===== src/rtl/vga_timing_pkg.sv =====
// Shared timing defaults, FSM state type and derivation helpers for the VGA driver.
// Also holds the colour-bar lookup used when VGA_TESTPAT_EN is defined.
package vga_timing_pkg;

   // 640x480@60 defaults
   localparam int unsigned DEF_H_SYNC  = 96;
   localparam int unsigned DEF_H_BACK  = 48;
   localparam int unsigned DEF_H_DISP  = 640;
   localparam int unsigned DEF_H_FRONT = 16;
   localparam int unsigned DEF_V_SYNC  = 2;
   localparam int unsigned DEF_V_BACK  = 33;
   localparam int unsigned DEF_V_DISP  = 480;
   localparam int unsigned DEF_V_FRONT = 10;

   typedef enum logic [1:0] {
      IDLE      = 2'd0,
      RUN       = 2'd1,
      STOP_PEND = 2'd2
   } state_t;

   function automatic int unsigned timing_total(input int unsigned sync, input int unsigned back,
                                                input int unsigned disp, input int unsigned front);
      return sync + back + disp + front;
   endfunction

   // Bits needed to index 0..n-1, never less than one.
   function automatic int unsigned cnt_bits(input int unsigned n);
      return (n > 1) ? $clog2(n) : 1;
   endfunction

   // {r,g,b} on/off for bars: white, yellow, cyan, green, magenta, red, blue, black.
   function automatic logic [2:0] bar_rgb(input logic [2:0] bar);
      case (bar)
         3'd0:    return 3'b111;
         3'd1:    return 3'b110;
         3'd2:    return 3'b011;
         3'd3:    return 3'b010;
         3'd4:    return 3'b101;
         3'd5:    return 3'b100;
         3'd6:    return 3'b001;
         default: return 3'b000;
      endcase
   endfunction

endpackage


===== src/rtl/vga_timing_gen.sv =====
// Raster counters, run/stop FSM and stage-0 sync/DE/request/channel-index decode.
// Optional VGA_TESTPAT_EN adds pat_on, latched at frame boundaries, which suppresses requests.
module vga_timing_gen
   import vga_timing_pkg::*;
#(
   parameter int unsigned CH_NUM  = 2,
   parameter int unsigned H_SYNC  = DEF_H_SYNC,
   parameter int unsigned H_BACK  = DEF_H_BACK,
   parameter int unsigned H_DISP  = DEF_H_DISP,
   parameter int unsigned H_FRONT = DEF_H_FRONT,
   parameter int unsigned V_SYNC  = DEF_V_SYNC,
   parameter int unsigned V_BACK  = DEF_V_BACK,
   parameter int unsigned V_DISP  = DEF_V_DISP,
   parameter int unsigned V_FRONT = DEF_V_FRONT
) (
   input  logic                        clk,
   input  logic                        rst_n,
   input  logic                        en,
`ifdef VGA_TESTPAT_EN
   input  logic                        pat_on,
   output logic                        pat0,
   output logic [2:0]                  bar0,
`endif
   output logic                        hs0,
   output logic                        vs0,
   output logic                        de0,
   output logic                        sof0,
   output logic [cnt_bits(CH_NUM)-1:0] idx0,
   output logic [CH_NUM-1:0]           ch_req,
   output logic                        busy
);
   localparam int unsigned H_TOTAL = timing_total(H_SYNC, H_BACK, H_DISP, H_FRONT);
   localparam int unsigned V_TOTAL = timing_total(V_SYNC, V_BACK, V_DISP, V_FRONT);
   localparam int unsigned HW      = cnt_bits(H_TOTAL);
   localparam int unsigned VW      = cnt_bits(V_TOTAL);
   localparam int unsigned IW      = cnt_bits(CH_NUM);
   localparam int unsigned H_ACT   = H_SYNC + H_BACK;
   localparam int unsigned V_ACT   = V_SYNC + V_BACK;
   localparam int unsigned STRIP   = H_DISP / CH_NUM;

   state_t        state, state_nx;
   logic [HW-1:0] cnt_h;
   logic [VW-1:0] cnt_v;
   logic          h_end, frame_end, running, req_ok;
   logic [31:0]   h32, v32, act_h;

   assign h_end     = (cnt_h == HW'(H_TOTAL - 1));
   assign frame_end = h_end && (cnt_v == VW'(V_TOTAL - 1));
   assign running   = (state != IDLE);
   assign busy      = running;

   // NOTE: clocked state uses non-blocking assignments so every register samples pre-edge values.
   always_ff @(posedge clk or negedge rst_n) begin
      if (!rst_n) state <= IDLE;
      else        state <= state_nx;
   end

   always_comb begin
      state_nx = state;
      case (state)
         IDLE:      if (en) state_nx = RUN;
         RUN:       if (!en) state_nx = STOP_PEND;
         STOP_PEND: if (frame_end) state_nx = en ? RUN : IDLE;
         default:   state_nx = IDLE;
      endcase
   end

   always_ff @(posedge clk or negedge rst_n) begin
      if (!rst_n) begin
         cnt_h <= '0;
         cnt_v <= '0;
      end else if (!running) begin
         cnt_h <= '0;
         cnt_v <= '0;
      end else if (h_end) begin
         cnt_h <= '0;
         cnt_v <= (cnt_v == VW'(V_TOTAL - 1)) ? '0 : cnt_v + VW'(1);
      end else begin
         cnt_h <= cnt_h + HW'(1);
      end
   end

`ifdef VGA_TESTPAT_EN
   localparam int unsigned BAR = (H_DISP >= 8) ? H_DISP / 8 : 1;
   logic pat_mode;

   // Entering RUN and every frame wrap are the only places the mode may change.
   always_ff @(posedge clk or negedge rst_n) begin
      if (!rst_n)                     pat_mode <= 1'b0;
      else if (!running || frame_end) pat_mode <= pat_on;
   end
   assign req_ok = !pat_mode;
   assign pat0   = pat_mode;
`else
   assign req_ok = 1'b1;
`endif

   always_comb begin
      // NOTE: each output is defaulted before any branch, so no path can infer a latch.
      hs0    = 1'b0;
      vs0    = 1'b0;
      de0    = 1'b0;
      sof0   = 1'b0;
      idx0   = '0;
      ch_req = '0;
`ifdef VGA_TESTPAT_EN
      bar0   = '0;
`endif
      h32    = 32'(cnt_h);
      v32    = 32'(cnt_v);
      act_h  = h32 - H_ACT;
      if (running) begin
         hs0  = (h32 < H_SYNC);
         vs0  = (v32 < V_SYNC);
         sof0 = (h32 == 0) && (v32 == 0);
         de0  = (h32 >= H_ACT) && (h32 < H_ACT + H_DISP) &&
                (v32 >= V_ACT) && (v32 < V_ACT + V_DISP);
      end
      if (de0) begin
         idx0 = IW'(act_h / STRIP);
`ifdef VGA_TESTPAT_EN
         bar0 = 3'(act_h / BAR);
`endif
         if (req_ok) ch_req = CH_NUM'(1) << idx0;
      end
   end

endmodule


===== src/rtl/vga_multi_ch_driver.sv =====
// N-channel VGA driver: timing generator, RD_LAT-deep alignment line and registered pixel mux.
// Define VGA_TESTPAT_EN to add the pat_on colour-bar generator.
module vga_multi_ch_driver
   import vga_timing_pkg::*;
#(
   parameter int unsigned DATA_W  = 16,
   parameter int unsigned CH_NUM  = 2,
   parameter int unsigned RD_LAT  = 1,
   parameter int unsigned H_SYNC  = DEF_H_SYNC,
   parameter int unsigned H_BACK  = DEF_H_BACK,
   parameter int unsigned H_DISP  = DEF_H_DISP,
   parameter int unsigned H_FRONT = DEF_H_FRONT,
   parameter int unsigned V_SYNC  = DEF_V_SYNC,
   parameter int unsigned V_BACK  = DEF_V_BACK,
   parameter int unsigned V_DISP  = DEF_V_DISP,
   parameter int unsigned V_FRONT = DEF_V_FRONT,
   parameter bit          HS_POL  = 1'b0,
   parameter bit          VS_POL  = 1'b0
) (
   input  logic                     clk,
   input  logic                     rst_n,
   input  logic                     en,
`ifdef VGA_TESTPAT_EN
   input  logic                     pat_on,
`endif
   output logic [CH_NUM-1:0]        ch_req,
   input  logic [CH_NUM*DATA_W-1:0] ch_din,
   output logic                     vga_hsync,
   output logic                     vga_vsync,
   output logic                     vga_de,
   output logic [DATA_W-1:0]        vga_data,
   output logic                     frame_start,
   output logic                     busy
);
   localparam int unsigned IW = cnt_bits(CH_NUM);

   typedef struct packed {
      logic          hs;
      logic          vs;
      logic          de;
      logic          sof;
      logic [IW-1:0] idx;
`ifdef VGA_TESTPAT_EN
      logic          pat;
      logic [2:0]    bar;
`endif
   } stage_t;

   logic          hs0, vs0, de0, sof0;
   logic [IW-1:0] idx0;
   stage_t        s0, sd;
   stage_t        pipe [RD_LAT];
   logic [DATA_W-1:0] pix;
`ifdef VGA_TESTPAT_EN
   logic          pat0;
   logic [2:0]    bar0;
`endif

   vga_timing_gen #(
      .CH_NUM (CH_NUM),
      .H_SYNC (H_SYNC),
      .H_BACK (H_BACK),
      .H_DISP (H_DISP),
      .H_FRONT(H_FRONT),
      .V_SYNC (V_SYNC),
      .V_BACK (V_BACK),
      .V_DISP (V_DISP),
      .V_FRONT(V_FRONT)
   ) u_timing (
      .clk   (clk),
      .rst_n (rst_n),
      .en    (en),
`ifdef VGA_TESTPAT_EN
      .pat_on(pat_on),
      .pat0  (pat0),
      .bar0  (bar0),
`endif
      .hs0   (hs0),
      .vs0   (vs0),
      .de0   (de0),
      .sof0  (sof0),
      .idx0  (idx0),
      .ch_req(ch_req),
      .busy  (busy)
   );

   always_comb begin
      s0     = '0;
      s0.hs  = hs0;
      s0.vs  = vs0;
      s0.de  = de0;
      s0.sof = sof0;
      s0.idx = idx0;
`ifdef VGA_TESTPAT_EN
      s0.pat = pat0;
      s0.bar = bar0;
`endif
   end

   // NOTE: the delay line is reset because its de/sync bits drive outputs directly after reset.
   always_ff @(posedge clk or negedge rst_n) begin
      if (!rst_n) begin
         for (int i = 0; i < RD_LAT; i++) pipe[i] <= '0;
      end else begin
         pipe[0] <= s0;
         for (int i = 1; i < RD_LAT; i++) pipe[i] <= pipe[i-1];
      end
   end

   assign sd = pipe[RD_LAT-1];

`ifdef VGA_TESTPAT_EN
   localparam int unsigned B_W = DATA_W / 3;
   localparam int unsigned G_W = DATA_W - 2 * B_W;
   localparam logic [DATA_W-1:0] B_MASK = DATA_W'((64'd1 << B_W) - 64'd1);
   localparam logic [DATA_W-1:0] G_MASK = DATA_W'(((64'd1 << G_W) - 64'd1) << B_W);
   localparam logic [DATA_W-1:0] R_MASK = DATA_W'(((64'd1 << B_W) - 64'd1) << (B_W + G_W));
   logic [2:0] rgb;
`endif

   always_comb begin
      pix = ch_din[int'(sd.idx) * DATA_W +: DATA_W];
`ifdef VGA_TESTPAT_EN
      rgb = bar_rgb(sd.bar);
      if (sd.pat) pix = (rgb[2] ? R_MASK : '0) | (rgb[1] ? G_MASK : '0) | (rgb[0] ? B_MASK : '0);
`endif
   end

   always_ff @(posedge clk or negedge rst_n) begin
      if (!rst_n) begin
         vga_hsync   <= ~HS_POL;
         vga_vsync   <= ~VS_POL;
         vga_de      <= 1'b0;
         vga_data    <= '0;
         frame_start <= 1'b0;
      end else begin
         vga_hsync   <= sd.hs ? HS_POL : ~HS_POL;
         vga_vsync   <= sd.vs ? VS_POL : ~VS_POL;
         vga_de      <= sd.de;
         vga_data    <= sd.de ? pix : '0;
         frame_start <= sd.sof;
      end
   end

endmodule


===== config.mk =====
export PLATFORM = sky130hd
export DESIGN_NAME = vga_multi_ch_driver
export DESIGN_NICKNAME = d
export VERILOG_FILES = /design/src/rtl/vga_timing_pkg.sv /design/src/rtl/vga_timing_gen.sv /design/src/rtl/vga_multi_ch_driver.sv
export SDC_FILE = /design/constraint.sdc
export NUM_CORES = 1
export LEC_CHECK = 0
export ABC_AREA = 1
export CORE_UTILIZATION = 34
export CTS_BUF_LIST = sky130_fd_sc_hd__clkbuf_8
export DETAILED_ROUTE_END_ITERATION = 12
export PLACE_DENSITY = 0.59
export SLEW_MARGIN = 25
export SYNTH_ARGS = -nofsm -noshare
export SYNTH_HDL_FRONTEND = slang
export SYNTH_SLANG_ARGS = --single-unit

===== constraint.sdc =====
create_clock -name clk -period 3.5 [get_ports clk]
set_input_delay 0.7 -clock clk [delete_from_list [all_inputs] [get_ports clk]]
set_output_delay 0.7 -clock clk [all_outputs]
set_load 0.03 [all_outputs]

# After elaboration in Yosys (flattened, before gate mapping)
# Index checks and enable logic that the tools add are counted.
# word_totals
regBits	47
inputBits	35
out_inout_bits	23
word_cells	62
# op_classes
add_sub_neg	3
div	1
magnitude_cmp	6
n_eq_ne	8
shifts	2
muxes	19
n_reduce_logical	10
# op_table
operator	n
10-bit two-way mux	5
32-bit by 9-bit divider with 32-bit output (second input constant)	1
32-bit by 6-bit variable part select with 16-bit output	1
10-bit by 1-bit adder with 10-bit output (second input constant)	2
10-bit equality test (second input constant)	2
10-bit logical NOT	2
10-bit < comparator (second input constant)	2
16-bit two-way mux	1
10-bit by 8-bit subtractor with 11-bit output (second input constant)	1
10-bit by 6-bit >= comparator with 1-bit output (second input constant)	1
10-bit by 8-bit >= comparator with 1-bit output (second input constant)	1
10-bit by 2-bit < comparator with 1-bit output (second input constant)	1
10-bit by 7-bit < comparator with 1-bit output (second input constant)	1
1-bit two-way mux	8
2-bit two-way mux	4
2-bit one-hot mux with 3 select lines	1
1-bit logical AND	5
2-bit by 1-bit inequality test with 1-bit output (second input constant)	2
2-bit inequality test (second input constant)	2
3-bit AND reduction	1
2-bit by 1-bit equality test with 1-bit output (second input constant)	1
2-bit equality test (second input constant)	1
2-bit logical NOT	1
2-bit nonzero test	1
1-bit by 1-bit << shifter with 2-bit output (first input constant)	1

# Longest topological paths before layout
# depth
ltp_word	6
mapped_depth	11
depth_no_buf	10

# Hierarchy
# A second synthesis with hierarchy kept.
# unflattened
cells_unflattened	336
area_unflattened_um2	2615.0
# modules_own_cells
module	n_inst	cells_each	area_per_inst_um2	seq_area_each_um2
vga_timing_gen	1	224	1625.3	550.5
vga_multi_ch_driver	1	112	989.7	628.1

# Worst setup path after synthesis
# No wires, ideal clock.
# synth_path
kind	register to output
start	register u_timing.cnt_h[4]
end	output port ch_req[0]
arrival_ps	1741
required_ps	2800
setup_slack_ps	1059
path_stages_with_launch	10
n_path_buf	0
path_cell_list	dfrtp_1 -> inv_1 -> ha_1 -> inv_1 -> o21ai_2 -> xor2_1 -> nor2_1 -> nand3_1 -> nand2_1 -> nor2_1
# synth_between
elab_chain_cells	6
word_cells_on_any_way	10
cone_classes	add/sub: 1; div: 1; order compare: 2; shift: 1; mux: 2; reduce/logical: 3
# synth_rtl
element	line	source
start, declared	vga_timing_gen.sv:42	logic [HW-1:0] cnt_h;
start signal, assigned	vga_timing_gen.sv:79	cnt_h <= cnt_h + HW'(1);
parallel branches: the longest is 5 deep, another holds 32-bit by 9-bit divider with 32-bit output	-	
2-bit two-way mux (*)	vga_timing_gen.sv:119	if (de0) begin
end, declared	vga_multi_ch_driver.sv:26	output logic [CH_NUM-1:0] ch_req,
# Every way passes the cells marked *.

# Worst setup path after layout
# Same ends and word-level chain as after synthesis.

==> metrics <==
antenna violations before repair 0; Core Region 6756 sq um; asr flop ratio synth 1.000; Clock Latency Late Sink 0.30 ns; P_int 788.0 uW; P_sw 205.5 uW; Syn Area/Cell 8.246 sq um; YS warnings 0; routability cong. 0.8456; maximum clock rate 304.2 MHz; Initial Util 0.3515; switching share of power 0.2069; Die W 85.58 um; sequential area share after synthesis 0.4963; Max rail drop VDD 0.1831 mV; cells along the critical path inv_1, ha_1, inv_1, o21ai_2, xor2_1, nor2_1, nand3_1, nand2_1, nor2_1, clkdlybuf4s50_1; Routed WL 5474 um; Rel. slew slack 0.6053; clock network power share 0.406; number of vias per cell 4.786; first-pass GRT wire length 9349 um; number of global-route vias before repair 2054; Primary FF master, synth dfrtp_1; worst setup path end ch_req[0]; mapped cell area 2375 sq um; Die Height 85.58 um; final std cells w/o fill 425; Seq pwr share 0.546; root buf cell clkbuf_8; dpl hpwl 3946 um; Top Ports 58; Crit-path slowest cell clkdlybuf4s50_1; CP endpoint kind primary output; main area contributors after synthesis dfrtp_1 47%, nor2_1 9.8%, nand2_1 6.5%; post-route clock skew 0.008537 ns; setup slack, reg-to-reg 1.68 ns; worst-margin pin slew 0.5921 ns; # diodes 0; cell family with the largest share of critical-path delay buffers and inverters; via count of the routed design 2034; Net Count, Synth 331; row count 30; Max-Cap Viols 0; status finished clean; post-synth cell types 31; Tmin final 3.287 ns; Buffers & Inverters on Critical Path 3; Stages on worst setup path 10; final-report max-slew violation count 0; Gates resized, CTS repair 0; Final #Nets 387; Routed Antenna Nets 0; largest area contributor in the netlist dfrtp_1; Overflow after GRT 0; DRT Pass-1 Iters 4; Final Hold Fails 0; Post-route DRC 0; Clock Path Buffers 2; Mapped Cells 288; Logic pwr share 0.048; Required @ worst endpoint 2.80 ns; initial drt markers 87; setup repair after global routing missed its margin false; count leader, synth nor2_1; RR Startpoint u_timing.cnt_h[0]; cell depth of the worst flop-to-flop path 8; Area after DPL 2995 sq um; Hold Path Class reg2reg; CTS buffer count 5; largest net degree at the start of global routing 48; P&R area growth vs syn 30.98%; crit path max fanout 7; Finished Cell Area 3110 sq um; TNS Setup 0 ns; CTS Hold Bufs 0; top post-synthesis cells by count 62 x nor2_1, 45 x dfrtp_1, 41 x nand2_1; die area 7323 sq um; post-CTS setup buffers 0; layout cell share with drive strength beyond 1 0.07246; Synth top area share 0.4742; Cells after DPL 417; Post-synth EDFFs 0; leakage power 1.505 nW; Clock transition at path regs 0.09 ns; startpoint types register; final critical-path setup slack 0.2129 ns; WS Path Type reg2out; endpoints failing setup 0; Seq cells post-synth 47; setup slack after placement 0.4422 ns; Power Density 319.4 nW/um^2; slowest stage delay, CP 0.69 ns; crit path DAT 2.59 ns; PortBufs 57; Final period util 0.9392; reg2reg end u_timing.cnt_v[4]; GRT Total Usage 0.1602; H-tree depth 2; drt wl/cell 12.88 um; worst setup path startpoint u_timing.cnt_h[4]; Clock Sinks 47; TritonCTS clock tree done
## through the flow
step | hold WS [ns] | power, mW | utilization
finish | 0.3471 | 0.9936 | 0.4604
global placement | 0.3342 | 0.6019 | 0.4430
detailed placement | 0.3347 | 0.6020 | 0.4433
CTS | 0.3521 | 1.011 | 0.4600
floorplan | 0.3312 | 0.5538 | -
global route | 0.3691 | 1.034 | 0.4604
## layout by cell type, fill, tap and decap left out, drive strengths merged, types with 2 or more instances in the layout
cell type / instances
clkdlybuf4s50: 55
nand2: 43
nand3: 16
xor2: 5
inv: 32
o31ai: 2
nand4: 9
o21ai: 23
ha: 8
clkbuf: 5
a21oi: 16
nor3: 6
nor4: 2
dfstp: 2
dfrtp: 45
nor2: 67
clkinv: 2
## kinds of logic (layout without fill, tap and decap cells)
group / Yosys count / count (layout) / share of synthesized area
and+or+nand+nor: 146 / 146 / 0.2787
DFF: 47 / 47 / 0.4963
buffers and inverters: 40 / 97 / 0.07060
xor gates and xnor gates: 5 / 5 / 0.01844
adders and majority gates: 8 / 8 / 0.04215
AOI/OAI and AO/OA: 42 / 42 / 0.09379
## final cells by class
class	instances	area (sq um)
inverters	32	120.1
clock buffers	5	68.82
flip-flops and latches	47	1179
repair buffers	57	570.5
multi-input cells	201	1028
fillers	684	3646
clock inverters	3	43.79
well taps	80	100.1
## per-layer routing
metal | global-route usage | routed length [um]
met5 | 0 | 0
met4 | 0.05152 | 77
met3 | 0.04524 | 371
met2 | 0.2727 | 2381
met1 | 0.1968 | 2643
## registers in the layout (all words and copies together) (netlist names)
signal          flops
frame_start         1
vga_data           16
u_timing.state      2
vga_de              1
vga_vsync           1
vga_hsync           1
pipe                5
u_timing.cnt_h     10
u_timing.cnt_v     10
## worst register-to-register path, cell delays in order, from the launching register on
cell and delay (ns):
dfrtp_1 0.43, ha_1 0.20, nand2_1 0.09, nor2_4 0.16
nand4_2 0.14, nand2_4 0.27, inv_1 0.19, o21ai_0 0.17
a21oi_1 0.07
## power groups by stage
stage | logic [mW] | registers (mW) | clock network, mW
after floorplan | 0.000359 | 0.553 | 0
after global placement | 0.0485 | 0.553 | 0
after detailed placement | 0.0487 | 0.553 | 0
after CTS | 0.0493 | 0.543 | 0.419
after global routing | 0.0525 | 0.543 | 0.439
final | 0.0478 | 0.543 | 0.403
## worst min path at each step
stage	from	end	slack, ns	cells after the start
floorplan	pipe[1]	frame_start	0.33	0
global placement	pipe[1]	frame_start	0.33	0
detailed placement	pipe[1]	frame_start	0.33	0
CTS	pipe[4]	vga_hsync	0.35	1
global route	pipe[1]	frame_start	0.37	0
finish	pipe[4]	vga_hsync	0.35	1
Note: power is estimated with default switching activity, not from simulation.
